### src/rtl/imem_boot_loader_if.sv
// Byte-stream handshake plus instruction-memory write/status port of the boot loader.
// master: the loader side; slave: the host front end / CPU side.
interface imem_boot_loader_if #(
  parameter int ADDR_W = 8
) ();
  logic [7:0]        byte_i;
  logic              byte_valid_i;
  logic              byte_ready_o;
  logic              imem_we_o;
  logic [ADDR_W-1:0] imem_addr_o;
  logic [31:0]       imem_data_o;
  logic              start_o;
  logic              busy_o;
  logic              done_o;
  logic              err_o;
  logic [ADDR_W:0]   word_cnt_o;

  modport master (
    input  byte_i, byte_valid_i,
    output byte_ready_o, imem_we_o, imem_addr_o, imem_data_o,
    output start_o, busy_o, done_o, err_o, word_cnt_o
  );

  modport slave (
    output byte_i, byte_valid_i,
    input  byte_ready_o, imem_we_o, imem_addr_o, imem_data_o,
    input  start_o, busy_o, done_o, err_o, word_cnt_o
  );
endinterface

### src/rtl/imem_boot_loader.sv
// Boot loader: zero-fills instruction memory, then loads a big-endian byte image
// (word-count header followed by 32-bit words) and finally releases CPU start.
module imem_boot_loader #(
  parameter int ADDR_W    = 8,
  parameter int HDR_BYTES = 2
) (
  input  logic                clk_i,
  input  logic                rst_i,
  imem_boot_loader_if.master  bus
);

  localparam int HDR_W = HDR_BYTES * 8;
  localparam int HC_W  = $clog2(HDR_BYTES + 1);
  localparam logic [HC_W-1:0]  HDR_LAST = HC_W'(HDR_BYTES - 1);
  localparam logic [HDR_W-1:0] DEPTH_H  = HDR_W'(2 ** ADDR_W);

  typedef enum logic [2:0] {
    S_CLEAR, S_HDR, S_DATA, S_FLUSH, S_DONE, S_ERR
  } state_t;

  state_t            state;
  logic [ADDR_W:0]   clr_cnt;
  logic [HC_W-1:0]   hdr_cnt;
  logic [1:0]        byte_cnt;
  logic [HDR_W-1:0]  hdr_sr;
  logic [23:0]       word_sr;
  logic [ADDR_W:0]   n_target;

  logic              accept;
  logic [HDR_W-1:0]  hdr_next;
  logic [31:0]       word_next;
  logic [ADDR_W:0]   wcnt_inc;

  assign accept    = bus.byte_valid_i & bus.byte_ready_o;
  assign hdr_next  = HDR_W'({hdr_sr, bus.byte_i});
  assign word_next = {word_sr, bus.byte_i};
  assign wcnt_inc  = bus.word_cnt_o + (ADDR_W + 1)'(1);

  // NOTE: every output is a register updated with <= in this one clocked block;
  // reset is synchronous and has priority, so a byte offered in the reset cycle is dropped.
  always_ff @(posedge clk_i) begin
    if (rst_i) begin
      state            <= S_CLEAR;
      clr_cnt          <= '0;
      hdr_cnt          <= '0;
      byte_cnt         <= '0;
      hdr_sr           <= '0;
      word_sr          <= '0;
      n_target         <= '0;
      bus.byte_ready_o <= 1'b0;
      bus.imem_we_o    <= 1'b0;
      bus.imem_addr_o  <= '0;
      bus.imem_data_o  <= '0;
      bus.start_o      <= 1'b0;
      bus.busy_o       <= 1'b0;
      bus.done_o       <= 1'b0;
      bus.err_o        <= 1'b0;
      bus.word_cnt_o   <= '0;
    end else begin
      // NOTE: write enable defaults low each cycle so it pulses exactly once per word.
      bus.imem_we_o <= 1'b0;
      unique case (state)
        S_CLEAR: begin
          if (clr_cnt[ADDR_W]) begin
            state            <= S_HDR;
            clr_cnt          <= '0;
            bus.byte_ready_o <= 1'b1;
          end else begin
            bus.imem_we_o   <= 1'b1;
            bus.imem_addr_o <= clr_cnt[ADDR_W-1:0];
            bus.imem_data_o <= '0;
            bus.busy_o      <= 1'b1;
            clr_cnt         <= clr_cnt + (ADDR_W + 1)'(1);
          end
        end

        S_HDR: begin
          if (accept) begin
            hdr_sr <= hdr_next;
            if (hdr_cnt == HDR_LAST) begin
              hdr_cnt <= '0;
              if (hdr_next == '0) begin
                state            <= S_DONE;
                bus.byte_ready_o <= 1'b0;
                bus.busy_o       <= 1'b0;
                bus.start_o      <= 1'b1;
                bus.done_o       <= 1'b1;
              end else if (hdr_next > DEPTH_H) begin
                state            <= S_ERR;
                bus.byte_ready_o <= 1'b0;
                bus.busy_o       <= 1'b0;
                bus.err_o        <= 1'b1;
              end else begin
                state    <= S_DATA;
                n_target <= (ADDR_W + 1)'(hdr_next);
              end
            end else begin
              hdr_cnt <= hdr_cnt + HC_W'(1);
            end
          end
        end

        S_DATA: begin
          if (accept) begin
            word_sr  <= word_next[23:0];
            byte_cnt <= byte_cnt + 2'd1;
            if (byte_cnt == 2'd3) begin
              bus.imem_we_o   <= 1'b1;
              bus.imem_addr_o <= bus.word_cnt_o[ADDR_W-1:0];
              bus.imem_data_o <= word_next;
              bus.word_cnt_o  <= wcnt_inc;
              // Last word: stop accepting in the write cycle itself.
              if (wcnt_inc == n_target) begin
                state            <= S_FLUSH;
                bus.byte_ready_o <= 1'b0;
              end
            end
          end
        end

        S_FLUSH: begin
          state       <= S_DONE;
          bus.busy_o  <= 1'b0;
          bus.start_o <= 1'b1;
          bus.done_o  <= 1'b1;
        end

        S_DONE, S_ERR: begin
          state <= state;
        end

        default: state <= S_CLEAR;
      endcase
    end
  end

endmodule

### src/flat_wrapper.sv
// flat-port wrapper written by rule: the top's interface ports become plain ports
module imem_boot_loader_flat 
#(
  parameter int ADDR_W    = 8,
  parameter int HDR_BYTES = 2
)
  (clk_i, rst_i, bus_byte_i, bus_byte_valid_i, bus_byte_ready_o, bus_imem_we_o, bus_imem_addr_o, bus_imem_data_o, bus_start_o, bus_busy_o, bus_done_o, bus_err_o, bus_word_cnt_o);
  imem_boot_loader_if #(.ADDR_W(ADDR_W)) bus_i ();
  input  logic clk_i;
  input  logic rst_i;
  input wire logic [$bits(bus_i.byte_i)-1:0] bus_byte_i;
  input wire logic [$bits(bus_i.byte_valid_i)-1:0] bus_byte_valid_i;
  output wire logic [$bits(bus_i.byte_ready_o)-1:0] bus_byte_ready_o;
  output wire logic [$bits(bus_i.imem_we_o)-1:0] bus_imem_we_o;
  output wire logic [$bits(bus_i.imem_addr_o)-1:0] bus_imem_addr_o;
  output wire logic [$bits(bus_i.imem_data_o)-1:0] bus_imem_data_o;
  output wire logic [$bits(bus_i.start_o)-1:0] bus_start_o;
  output wire logic [$bits(bus_i.busy_o)-1:0] bus_busy_o;
  output wire logic [$bits(bus_i.done_o)-1:0] bus_done_o;
  output wire logic [$bits(bus_i.err_o)-1:0] bus_err_o;
  output wire logic [$bits(bus_i.word_cnt_o)-1:0] bus_word_cnt_o;
  assign bus_i.byte_i = bus_byte_i;
  assign bus_i.byte_valid_i = bus_byte_valid_i;
  assign bus_byte_ready_o = bus_i.byte_ready_o;
  assign bus_imem_we_o = bus_i.imem_we_o;
  assign bus_imem_addr_o = bus_i.imem_addr_o;
  assign bus_imem_data_o = bus_i.imem_data_o;
  assign bus_start_o = bus_i.start_o;
  assign bus_busy_o = bus_i.busy_o;
  assign bus_done_o = bus_i.done_o;
  assign bus_err_o = bus_i.err_o;
  assign bus_word_cnt_o = bus_i.word_cnt_o;
  imem_boot_loader #(.ADDR_W(ADDR_W), .HDR_BYTES(HDR_BYTES)) u_core (.clk_i(clk_i), .rst_i(rst_i), .bus(bus_i));
endmodule
### config.mk
export PLATFORM = sky130hd
export DESIGN_NAME = imem_boot_loader_flat
export DESIGN_NICKNAME = d
export VERILOG_FILES = /design/src/rtl/imem_boot_loader_if.sv /design/src/rtl/imem_boot_loader.sv /design/src/flat_wrapper.sv
export SDC_FILE = /design/constraint.sdc
export NUM_CORES = 1
export LEC_CHECK = 0
export BUFFER_PORTS_ARGS = -buffer_cell sky130_fd_sc_hd__buf_4
export CAP_MARGIN = 20
export CORE_AREA = 2 2 131 107
export CTS_BUF_LIST = sky130_fd_sc_hd__clkbuf_4 sky130_fd_sc_hd__clkbuf_8
export CTS_CLUSTER_DIAMETER = 80
export DETAILED_ROUTE_END_ITERATION = 10
export DIE_AREA = 0 0 133 109
export PLACE_DENSITY_LB_ADDON = 0.12
export SYNTH_ARGS = -nofsm -noshare
export SYNTH_HDL_FRONTEND = slang
export SYNTH_SLANG_ARGS = --single-unit
### constraint.sdc
create_clock -name clk_i -period 3 [get_ports clk_i]
set_input_delay 0.15 -clock clk_i [delete_from_list [all_inputs] [get_ports clk_i]]
set_output_delay 0.15 -clock clk_i [all_outputs]
set_load 0.05 [all_outputs]
* Word level (Yosys, flattened, before mapping) *
Cells that the tools add are included.

cells by class
  eq/ne operators = 17
  multiplexer cells = 38
  bitwise logic cells = 4
  add/sub/neg operators = 4
  order comparisons = 1
  reductions and logical operators = 17

operators by type and width
  cell                                                                    number
  32-bit 2-to-1 mux                                                       3
  32-bit one-hot mux with 2 select lines                                  1
  3-bit 2-to-1 mux                                                        8
  8-bit 2-to-1 mux                                                        3
  9-bit by 1-bit adder with 9-bit output (second input constant)          2
  16-bit by 9-bit > comparator with 1-bit output (second input constant)  1
  16-bit logical NOT                                                      1
  8-bit one-hot mux with 2 select lines                                   1
  1-bit 2-to-1 mux                                                        15
  3-bit one-hot mux with 5 select lines                                   1
  5-bit AND reduction                                                     3
  2-bit by 1-bit != test with 1-bit output (second input constant)        7
  9-bit == test                                                           1
  9-bit 2-to-1 mux                                                        1
  4-bit AND reduction                                                     2
  8-bit AND reduction                                                     1
  7-bit AND reduction                                                     1
  3-bit by 2-bit == test with 1-bit output (second input constant)        2
  3-bit == test (second input constant)                                   2
  1-bit one-hot mux with 3 select lines                                   2
  3-bit nonzero test                                                      2
  2-bit by 1-bit adder with 2-bit output (second input constant)          2
  1-bit one-hot mux with 2 select lines                                   2
  2-bit AND reduction                                                     2
  other kinds (12)                                                        15

word-level totals
  register bits after elaboration = 111
  input bits = 11
  logic and storage cells = 96

* Longest topological paths before layout *
Gate-level depths: netlist of run 1.

  word-level depth = 6
  mapped depth = 8
  gate-level depth less buffers = 7

* Worst setup path after synthesis of run 1 *
Ideal clock, no wire load.

  kind = reg-to-reg
  start point = register u_core.bus.word_cnt_o[1]
  end point = register u_core.state[0]
  setup time = 0.079 ns
  stages on the path, launching flop included = 8
  arrival time = 2.484 ns
  path buffers = 0
  setup slack = 0.437 ns
  cells stage by stage = dfxtp_1 -> ha_1 -> xor2_1 -> a2111oi_2 -> nand3_1 -> or4_4 -> o22a_1 -> a211oi_2

between the ends
  longest elaborated chain between the ends = 4

ends and longest elaborated chain
  item                                                line                       RTL
  from (decl)                                         imem_boot_loader_if.sv:21  output start_o, busy_o, done_o, err_o, word_cnt_o
  from (signal assigned)                              imem_boot_loader.sv:111    bus.word_cnt_o <= wcnt_inc;
  9-bit by 1-bit adder with 9-bit output              imem_boot_loader.sv:37     assign wcnt_inc = bus.word_cnt_o + (ADDR_W + 1)'(1);
  net u_core.wcnt_inc[1]                              imem_boot_loader.sv:32     logic [ADDR_W:0] wcnt_inc;
  9-bit == test                                       imem_boot_loader.sv:113    if (wcnt_inc == n_target) begin
  2-bit by 1-bit != test with 1-bit output (no line)  -
  7-bit AND reduction (no line)                       -
  to (signal assigned)                                imem_boot_loader.sv:129    state <= state;
  to (decl)                                           imem_boot_loader.sv:21     state_t state;

The timed path passes the listed nets, and every way through them passes these cells.
A chain may end at the register's enable or synchronous reset.

* Worst setup path after layout of run 1 *
  start point = register u_core.bus.word_cnt_o[1]
  end point = register u_core.state[0]

between the ends
  longest elaborated chain between the ends = 4

ends and longest elaborated chain
  item                                                line
  9-bit by 1-bit adder with 9-bit output              imem_boot_loader.sv:37
  9-bit == test                                       imem_boot_loader.sv:113
  2-bit by 1-bit != test with 1-bit output (no line)  -
  7-bit AND reduction (no line)                       -

Every way passes these cells.

==> flow_summary.yaml, run 1 <==
status:
  status: "finished clean"
cells_and_area:
  final_layout_size_suffix_gt1_share_pct: 18.47
  final_net_count: 573
  count_of_antenna_diodes_in_the_layout: 0
  area_growth_syn_to_layout_pct: 19.21
synth:
  synth_top_cell_area_share_pct: 48.94
  synth_most_common_cell: "dfxtp_1"
  synth_cell_type_count: 55
  synth.top_cells.by_area: "dfxtp_1 (49%), a22o_1 (6.2%), nand2_1 (6.0%), nor2_1 (5.4%), mux2i_1 (4.0%)"
  netlist_top_cells_count: "dfxtp_1 (111), nand2_1 (72), nor2_1 (65)"
  synth_flop_cell: "dfxtp_1"
  seq_cells_post_synth: 111
  ys_async_sr_fraction_pct: 0
  yosys_warn_count: 0
  synth-seq-area-share_pct: 48.94
  synth_area_per_cell_sq_um: 8.991
  synth_edf_count: 0
  synth_top_cell_by_area: "dfxtp_1"
  cell_area_after_technology_mapping_sq_um: 4541
  post_synth_inst_count: 505
  postSynthNetCount: 519
die:
  boundaryPins: 66
  area_of_the_die_sq_um: 14500
  row_count: 38
  chipWidth_um: 133
  floorplan.initialDensity_pct: 34.23
  dieHeight_um: 109
  core_area_sq_um: 13270
sta:
  slew_headroom_pct: 56.14
  tns_ns: 0
  fin_worst_skew_ns: 0.01072
  final.period_utilization_pct: 85.07
  setup_viol: 0
  report.final.hold_viol_count: 0
  timing_worst_slew_pin_value_ns: 0.6570
  maximum_clock_frequency_ghz: 0.3918
  grt_setup_unrepaired: "false"
  period_minus_slack_ns: 2.552
  timing_max_transition_violations_final: 0
setup_path:
  critPathMaxStageDelay_ns: 0.53
  setup.worst_path.end_class: "flop"
  crit_path_start: "u_core.bus.word_cnt_o[1]"
  r2r-start: "u_core.bus.word_cnt_o[1]"
  timing_worst_setup_path_type: "flop to flop"
  worst-path-buf-inv: 0
  crit_slowest_cell: "or4_4"
  delay_heaviest_family_cp: "compound AO/OA/AOI/OAI gates"
  crit_chain: "ha_1 > a31oi_1 > o21ai_0 > nand3_1 > or4_4 > o22a_1 > a211oi_2"
  worstPathRequired_ns: 3.31
  critical_path_arrival_ns: 2.86
  cp-start-kind: "flop"
  peak_fanout_along_the_critical_path: 15
power_and_ir_drop:
  comb_power_share_pct: 2.9
  swShare_pct: 21.97
  power.sequential.fraction_pct: 59.1
  p_leak_nw: 2.036
  clock_power_share_pct: 38.0
  switchingPower_w: 0.0005528
  p_total_w: 0.002516
  power.ir.vdd_worst_uv: 179.4
  internal_power_w: 0.001964
  power.density_cell_area_nw_per_um2: 464.9
routing:
  remaining_drc_errors: 0
  wire_per_inst_um: 15.53
  detail_route.wirelength_mm: 11.54
  detail_route.first_pass.iterations: 5
  via_count: 3782
  ant_nets: 0
  initialDrtViolationCount: 280
  route.detailed.vias_per_inst: 5.090
clock_network:
  clock_pin_slew_of_the_registers_on_the_worst_case_setup_and_hold_paths_ns: 0.10
  cts_made_buffers: 9
  cts.repair.resized: 0
  clock_path_buffers: 2
  cts_root_buffer: "clkbuf_8"
  post-cts-setup-buffer-count: 0
  hold_buffers: 0
  worstSkewPairLatency_ns: 0.38
  depth_of_the_cts_h_tree: 3
  clk_sink_count: 111
  cts_tree: "yes"
grt:
  grt_max_degree: 40
  antenna_violations_before_repair: 0
  number_of_global_route_vias_before_repair: 3638
  globalRouteOverflowTotal: 0
  wire_length_of_the_first_global_routing_pass_mm: 18.84
  grtUsageTotal_pct: 16.50
flow_run:
  maxCapViolCount: 0
placed_design:
  dp.final_hpwl_mm: 8.116
  place.port_buffers: 65
  gpl.final_weighted_congestion: 0.9015
hold_path:
  path_class_of_the_lowest_slack_min_delay_path: "input port to flop"
  holdCritStartpoint: "bus_byte_i[1]"
state kept, by name, summed over array words and instances (netlist names), 2 cells and up:
name	count
u_core.word_sr	24
u_core.clr_cnt	9
u_core.bus.imem_addr_o	8
u_core.n_target	9
u_core.state	3
u_core.bus.word_cnt_o	9
u_core.byte_cnt	2
u_core.hdr_sr	8
u_core.bus.imem_data_o	32
u_core.hdr_cnt	2
stage by stage:
step	instance area [sq um]	hold slack, ns	worst slack [ns]	util (%)	cells
6_report	5413	0.02731	0.4478	40.80	743
5_1_grt	5413	0.01390	0.2269	40.80	743
4_1_cts	5413	0.01742	0.4484	40.80	743
3_5_place_dp	5201	0.4185	0.4600	39.21	728
3_3_place_gp	5201	0.4154	0.6429	39.21	728
2_1_floorplan	4541	0.2757	0.4370	-	505
layout by cell type (no fill, tap or decap), types with 10 or more instances in the layout:
cell,count
nor2_1,64
mux2i_1,18
nand3_1,18
nand2_1,72
buf_4,77
xor2_1,14
clkbuf_8,12
a22o_1,32
dfxtp_1,111
a21oi_1,35
nand4_1,10
power groups by stage:
stage	Sequential, W	Combinational (W)	Clock [W]
after floorplan	0.00153	0.0000260	0
after global placement	0.00152	0.0000738	0
after detailed placement	0.00152	0.0000747	0
after CTS	0.00149	0.0000746	0.000987
after global routing	0.00149	0.0000806	0.00105
final	0.00149	0.0000734	0.000957
area by class of cell:
class                   instances  area [sq um]
flip-flops and latches        111          2222
fillers                      1356          7853
multi-input cells             354          2153
repair buffers                 77         578.1
clock buffers                  13         172.7
inverters                       6         22.52
clock inverters                 2         38.79
well taps                     180         225.2
layer usage:
metal,vias up,global-route usage (%),share of wire [%]
li1,1886,-,-
met1,1812,23.83,53
met2,76,24.50,42
met3,8,4.184,4.2
met4,0,4.224,0.68
met5,-,0,0
cell families after synthesis:
kind of cell             count (synthesis)  share of synthesized area, %
AND/OR/NAND/NOR                        207                         21.88
XOR/XNOR                                22                         4.244
multiplexers                            18                         3.968
adder cells (fa/ha/maj)                  3                        0.8268
buffers and inverters                   40                         3.830
flip-flops                             111                         48.94
AO/OA/AOI/OAI                          104                         16.31
worst reg2reg max path, cell delays in order (launching register included):
cell and delay (ns):
dfxtp_1 0.47, ha_1 0.51, a31oi_1 0.16, o21ai_0 0.30, nand3_1 0.12, or4_4 0.53, o22a_1 0.22, a211oi_2 0.18
final timing paths:
check,cells after the start,endpoint,slack (ns)
worst max-delay path,7,u_core.state[0],0.45
worst min-delay path,2,u_core.bus.imem_data_o[1],0.03
worst max register to register,7,u_core.state[0],0.45
worst min register to register,2,u_core.word_sr[19],0.46
(Power assumes the default switching activity.)
==> inputs of run 2 (changes only) <==
SETUP_SLACK_MARGIN = 0.5   (was default)
==> run 2 against run 1 <==
Compared with the run above: routed wire length down 0.16%; highest routed layer unchanged; sequential share of layout area increased by 0.11 points; die area unchanged; clock skew fell by 0.0024 ns; critical path type unchanged; global-route usage is 0.22 points lower; largest cell class unchanged; first-iteration DRC count fell by 7.5%.
==> flow_summary.yaml, run 2 (synthesized netlist as in run 1, its figures left out) <==
placed_design:
  dp.final_hpwl_mm: 8.004
  place.port_buffers: 65
  placed_instances: 729
  gpl.final_weighted_congestion: 0.9276
  pre_cts_ws_ns: 0.6167
sta:
  final.setup.worst_slack_ns: 0.6901
  timing_max_transition_violations_final: 0
  fin_worst_skew_ns: 0.008336
  report.final.hold_viol_count: 0
  setup_viol: 0
  timing_worst_slew_pin_value_ns: 0.5981
  final.period_utilization_pct: 77.00
  slew_headroom_pct: 60.12
  period_minus_slack_ns: 2.310
  maximum_clock_frequency_ghz: 0.4329
  grt_setup_unrepaired: "false"
  tns_ns: 0
setup_path:
  worstRegToRegCells: 7
  crit_chain: "ha_2 > a31oi_1 > o21ai_0 > nand3_1 > or4_4 > o22a_1 > a211oi_2"
  peak_fanout_along_the_critical_path: 15
  worst-path-buf-inv: 0
  delay_heaviest_family_cp: "compound AO/OA/AOI/OAI gates"
  setup.worst_path.end_class: "flop"
  critical_path_arrival_ns: 2.61
  critPathMaxStageDelay_ns: 0.54
  cp-start-kind: "flop"
  worst-path-stages: 7
  timing_worst_setup_path_type: "flop to flop"
  crit_slowest_cell: "or4_4"
  worstPathRequired_ns: 3.30
cells_and_area:
  final.fill_count: 1352
  final_net_count: 574
  final_layout_size_suffix_gt1_share_pct: 19.12
  count_of_antenna_diodes_in_the_layout: 0
  layout_common_cells: "dfxtp_1 (110), buf_4 (78), nand2_1 (72)"
  largestRegisters: "u_core.bus.imem_data_o (32), u_core.word_sr (24)"
  largest_register: "u_core.bus.imem_data_o"
  final-instance-count-excl-fill: 745
  mostFrequentLayoutCell: "dfxtp_1"
  area_growth_syn_to_layout_pct: 18.96
  largest_reg_flops: 32
routing:
  via_count: 3803
  remaining_drc_errors: 0
  detail_route.wirelength_mm: 11.52
  detail_route.first_pass.iterations: 4
  initialDrtViolationCount: 259
  route.detailed.vias_per_inst: 5.105
  ant_nets: 0
  wire_per_inst_um: 15.47
hold_path:
  worstHoldPathCells: 2
  path_class_of_the_lowest_slack_min_delay_path: "input port to flop"
power_and_ir_drop:
  power.ir.vdd_worst_uv: 242.6
  comb_power_share_pct: 3.0
  clock_power_share_pct: 35.8
  p_leak_nw: 2.024
  power.density_cell_area_nw_per_um2: 449.4
  internal_power_w: 0.001824
  swShare_pct: 24.87
  switchingPower_w: 0.0006037
  power.sequential.fraction_pct: 61.3
grt:
  grt_util_met2_pct: 24.17
  number_of_global_route_vias_before_repair: 3526
  global_route.peak_usage_layer: "met2"
  global_route.usage.met3_pct: 4.091
  grtUsageTotal_pct: 16.27
  antenna_violations_before_repair: 0
  globalRouteOverflowTotal: 0
  use_met1_pct: 23.51
  wire_length_of_the_first_global_routing_pass_mm: 18.57
  grt_max_degree: 46
clock_network:
  clock_path_buffers: 2
  worstSkewPairLatency_ns: 0.37
  cts_tree: "yes"
  cts_made_buffers: 9
  clock_pin_slew_of_the_registers_on_the_worst_case_setup_and_hold_paths_ns: 0.11
  depth_of_the_cts_h_tree: 3
  clk_sink_count: 111
  cts_root_buffer: "clkbuf_8"
status:
  status: "finished clean"
die:
  area_of_the_die_sq_um: 14500
  row_count: 38
  floorplan.initialDensity_pct: 34.23
  dieHeight_um: 109
  core_area_sq_um: 13270
  chipWidth_um: 133
  boundaryPins: 66
flow_run:
  maxCapViolCount: 0
==> run 2: per-stage QoR <==
stage / power (W) / hold slack [ns] / utilization [%] / cell area [sq um]
final: 0.002427 / 0.02967 / 40.72 / 5401
after global routing: 0.002536 / 0.004178 / 40.72 / 5401
after detailed placement: 0.001595 / 0.4180 / 39.28 / 5210
after CTS: 0.002470 / 0.01257 / 40.70 / 5399
after floorplan: 0.001557 / 0.2757 / - / 4542
after global placement: 0.001594 / 0.4151 / 39.28 / 5210
==> run 2: area by class of cell <==
cell class | count | area (sq um) | area share, %
clock buffers | 9 | 123.9 | 2.293
well taps | 180 | 225.2 | 4.170
multi-input cells | 354 | 2156 | 39.91
inverters | 6 | 22.52 | 0.4170
flip-flops and latches | 111 | 2223 | 41.16
clock inverters | 7 | 65.06 | 1.205
repair buffers | 78 | 585.6 | 10.84
==> run 2: final timing paths <==
| check | from | endpoint | slack [ns] |
|---|---|---|---|
| worst min register to register | u_core.byte_cnt[1] | u_core.byte_cnt[1] | 0.46 |
| worst max register to register | u_core.bus.word_cnt_o[1] | u_core.state[0] | 0.69 |
| worst max-delay path | u_core.bus.word_cnt_o[1] | u_core.state[0] | 0.69 |
| worst min-delay path | bus_byte_i[0] | u_core.bus.imem_data_o[0] | 0.03 |
==> run 2: per-layer routing <==
metal	vias to the layer above	share of wire [%]
met4	0	0.99
met5	-	0
met1	1820	51
li1	1889	-
met3	8	4.9
met2	86	43
==> run 2: what timing repair did <==
item | CTS | global route
hold buffers | 0 | 0
setup endpoints to repair | 0 | 2
buffers inserted | 0 | 0
hold endpoints to repair | 0 | 0
gates resized for setup | 0 | 1
==> run 2: power groups by stage <==
stage                     registers, W  logic [W]  clock network, W
after global placement         0.00152  0.0000736                 0
after CTS                      0.00149  0.0000738          0.000909
after floorplan                0.00153  0.0000260                 0
after global routing           0.00149  0.0000789          0.000968
final                          0.00149  0.0000722          0.000868
after detailed placement       0.00152  0.0000735                 0
==> inputs of run 3 (changes only) <==
clock period = 1.87 ns   (was 3 ns; I/O delays follow)
==> run 3 against run 2 <==
Compared with the run above: sequential share of layout area is 5.6 points lower; highest routed layer unchanged; worst hold slack improved by 0.031 ns; clock-buffer cell count increased by 1; the flow now finishes with violations (negative setup slack); flip-flop and latch count did not move; die area unchanged; clock power grew 59%; sequential power rose by 59%; core utilization is 7.1 points higher; via count increased by 6.4%.
==> flow_summary.yaml, run 3 (synthesized netlist as in run 1, its figures left out) <==
setup_path:
  worst-path-buf-inv: 0
  delay_heaviest_family_cp: "compound AO/OA/AOI/OAI gates"
  worstPathRequired_ns: 2.19
  crit_slowest_cell: "or4_4"
  critPathMaxStageDelay_ns: 0.44
  cp-start-kind: "flop"
  setup.worst_path.end_class: "flop"
  timing_worst_setup_path_type: "flop to flop"
  critical_path_arrival_ns: 2.34
  crit_chain: "ha_4 > xor2_2 > a2111oi_4 > nand3_1 > or4_4 > o22a_1 > a211oi_2"
  peak_fanout_along_the_critical_path: 3
cells_and_area:
  count_of_antenna_diodes_in_the_layout: 0
  largest_register: "u_core.bus.imem_data_o"
  multi_input_comb_area_sq_um: 2412
  final.fill_count: 1288
  largestRegisters: "u_core.bus.imem_data_o (32), u_core.word_sr (24)"
  final_layout_size_suffix_gt1_share_pct: 34.50
  largest_reg_flops: 32
  layout_common_cells: "buf_4 (121), dfxtp_1 (96), nand2_1 (69)"
  final_net_count: 638
  design_area_sq_um: 6340
  regArea_sq_um: 2256
  area_growth_syn_to_layout_pct: 39.63
  mostFrequentLayoutCell: "buf_4"
placed_design:
  placed_area_sq_um: 5618
  dp.final_hpwl_mm: 8.293
  gpl.final_weighted_congestion: 0.8167
  place.port_buffers: 65
status:
  violated_checks: "negative setup slack"
  status: "finished with violations"
sta:
  finalHoldWorstSlack_ns: 0.06095
  setup_viol: 9
  final.setup.worst_slack_ns: -0.1531
  timing_worst_slew_pin_value_ns: 0.5002
  slew_headroom_pct: 66.65
  timing_max_transition_violations_final: 0
  maximum_clock_frequency_ghz: 0.4943
  period_minus_slack_ns: 2.023
  grt_setup_unrepaired: "true"
  final.period_utilization_pct: 108.2
  report.final.hold_viol_count: 0
  fin_worst_skew_ns: 0.009890
clock_network:
  worstSkewPairLatency_ns: 0.39
  cts_root_buffer: "clkbuf_8"
  cts_made_buffers: 9
  clock_pin_slew_of_the_registers_on_the_worst_case_setup_and_hold_paths_ns: 0.11
  depth_of_the_cts_h_tree: 3
  hold_buffers: 0
  cts_tree: "yes"
  clock_path_buffers: 2
  clk_sink_count: 111
routing:
  initialDrtViolationCount: 242
  remaining_drc_errors: 0
  wire_per_inst_um: 15.87
  ant_nets: 0
  detail_route.first_pass.iterations: 4
  via_count: 4046
  detail_route.wirelength_mm: 12.84
  route.detailed.vias_per_inst: 5.001
die:
  boundaryPins: 66
  area_of_the_die_sq_um: 14500
  dieHeight_um: 109
  chipWidth_um: 133
  row_count: 38
  floorplan.initialDensity_pct: 34.23
  core_area_sq_um: 13270
power_and_ir_drop:
  p_leak_nw: 2.448
  power.density_cell_area_nw_per_um2: 612.9
  power.ir.vdd_worst_uv: 545.6
hold_path:
  path_class_of_the_lowest_slack_min_delay_path: "input port to flop"
flow_run:
  maxCapViolCount: 0
grt:
  number_of_global_route_vias_before_repair: 3790
  globalRouteOverflowTotal: 0
  wire_length_of_the_first_global_routing_pass_mm: 20.09
  antenna_violations_before_repair: 0
  grtUsageTotal_pct: 17.76
  grt_max_degree: 46
==> run 3: cell types whose count changed in the layout (fill, tap and decap cells not counted), moves of 6 or more <==
cell,before,now
buf_4,78,121
dfxtp_1,110,96
buf_6,0,11
dfxtp_2,1,9
buf_12,0,6
dfxtp_4,0,6
==> run 3: per-stage QoR <==
| stage | instances | setup slack, ns | setup TNS (ns) | power, W | util, % |
|---|---|---|---|---|---|
| 4_1_cts | 803 | -0.1904 | -0.4560 | 0.003941 | 46.90 |
| 2_1_floorplan | 505 | -0.1845 | -0.2693 | 0.002490 | - |
| 6_report | 809 | -0.1531 | -0.3538 | 0.003886 | 47.79 |
| 3_3_place_gp | 762 | -0.1337 | -0.2466 | 0.002559 | 42.35 |
| 3_5_place_dp | 762 | -0.1775 | -0.6306 | 0.002561 | 42.35 |
| 5_1_grt | 809 | -0.2403 | -1.464 | 0.004035 | 47.79 |
==> run 3: layout make-up <==
class | instances | share of cell area (%)
clock inverter | 6 | 0.6513
inverter | 6 | 0.3552
timing repair buffer | 141 | 19.64
tap | 180 | 3.552
sequential | 111 | 35.58
multi-input combinational | 355 | 38.05
clock buffer | 10 | 2.171
==> run 3: path summary, 6_finish.rpt <==
| kind | start | endpoint | slack, ns | cells after the start |
|---|---|---|---|---|
| worst max-delay path | u_core.bus.word_cnt_o[0] | u_core.state[0] | -0.15 | 7 |
| worst min-delay path | bus_byte_i[0] | u_core.bus.imem_data_o[0] | 0.06 | 3 |
| worst max register to register | u_core.bus.word_cnt_o[0] | u_core.state[0] | -0.15 | 7 |
| worst min register to register | u_core.word_sr[23] | u_core.word_sr[23] | 0.46 | 2 |
==> run 3: repair_timing <==
| action | CTS | global route |
|---|---|---|
| resized for setup | 39 | 18 |
| gates cloned | 6 | 0 |
| buffers inserted | 19 | 6 |
| setup endpoints to repair | 106 | 104 |
| pin swaps | 12 | 9 |
==> run 3: worst reg2reg max path: stages, from the launching register on <==
cell and delay [ns]:
dfxtp_4 0.37, ha_4 0.24, xor2_2 0.16, a2111oi_4 0.22, nand3_1 0.12, or4_4 0.44, o22a_1 0.22, a211oi_2 0.18
==> run 3: layer usage <==
metal	vias to the layer above	GRT usage [%]	routed length, um
met5	-	0	0
met4	0	3.917	102
met3	9	4.742	586
met2	82	25.20	5373
met1	1925	26.66	6777
li1	2030	-	-
==> run 3: where the power goes <==
part	switching, W	internal, W
sequential	0.0000100	0.00236
combinational	0.0000848	0.0000469
clock	0.000851	0.000528
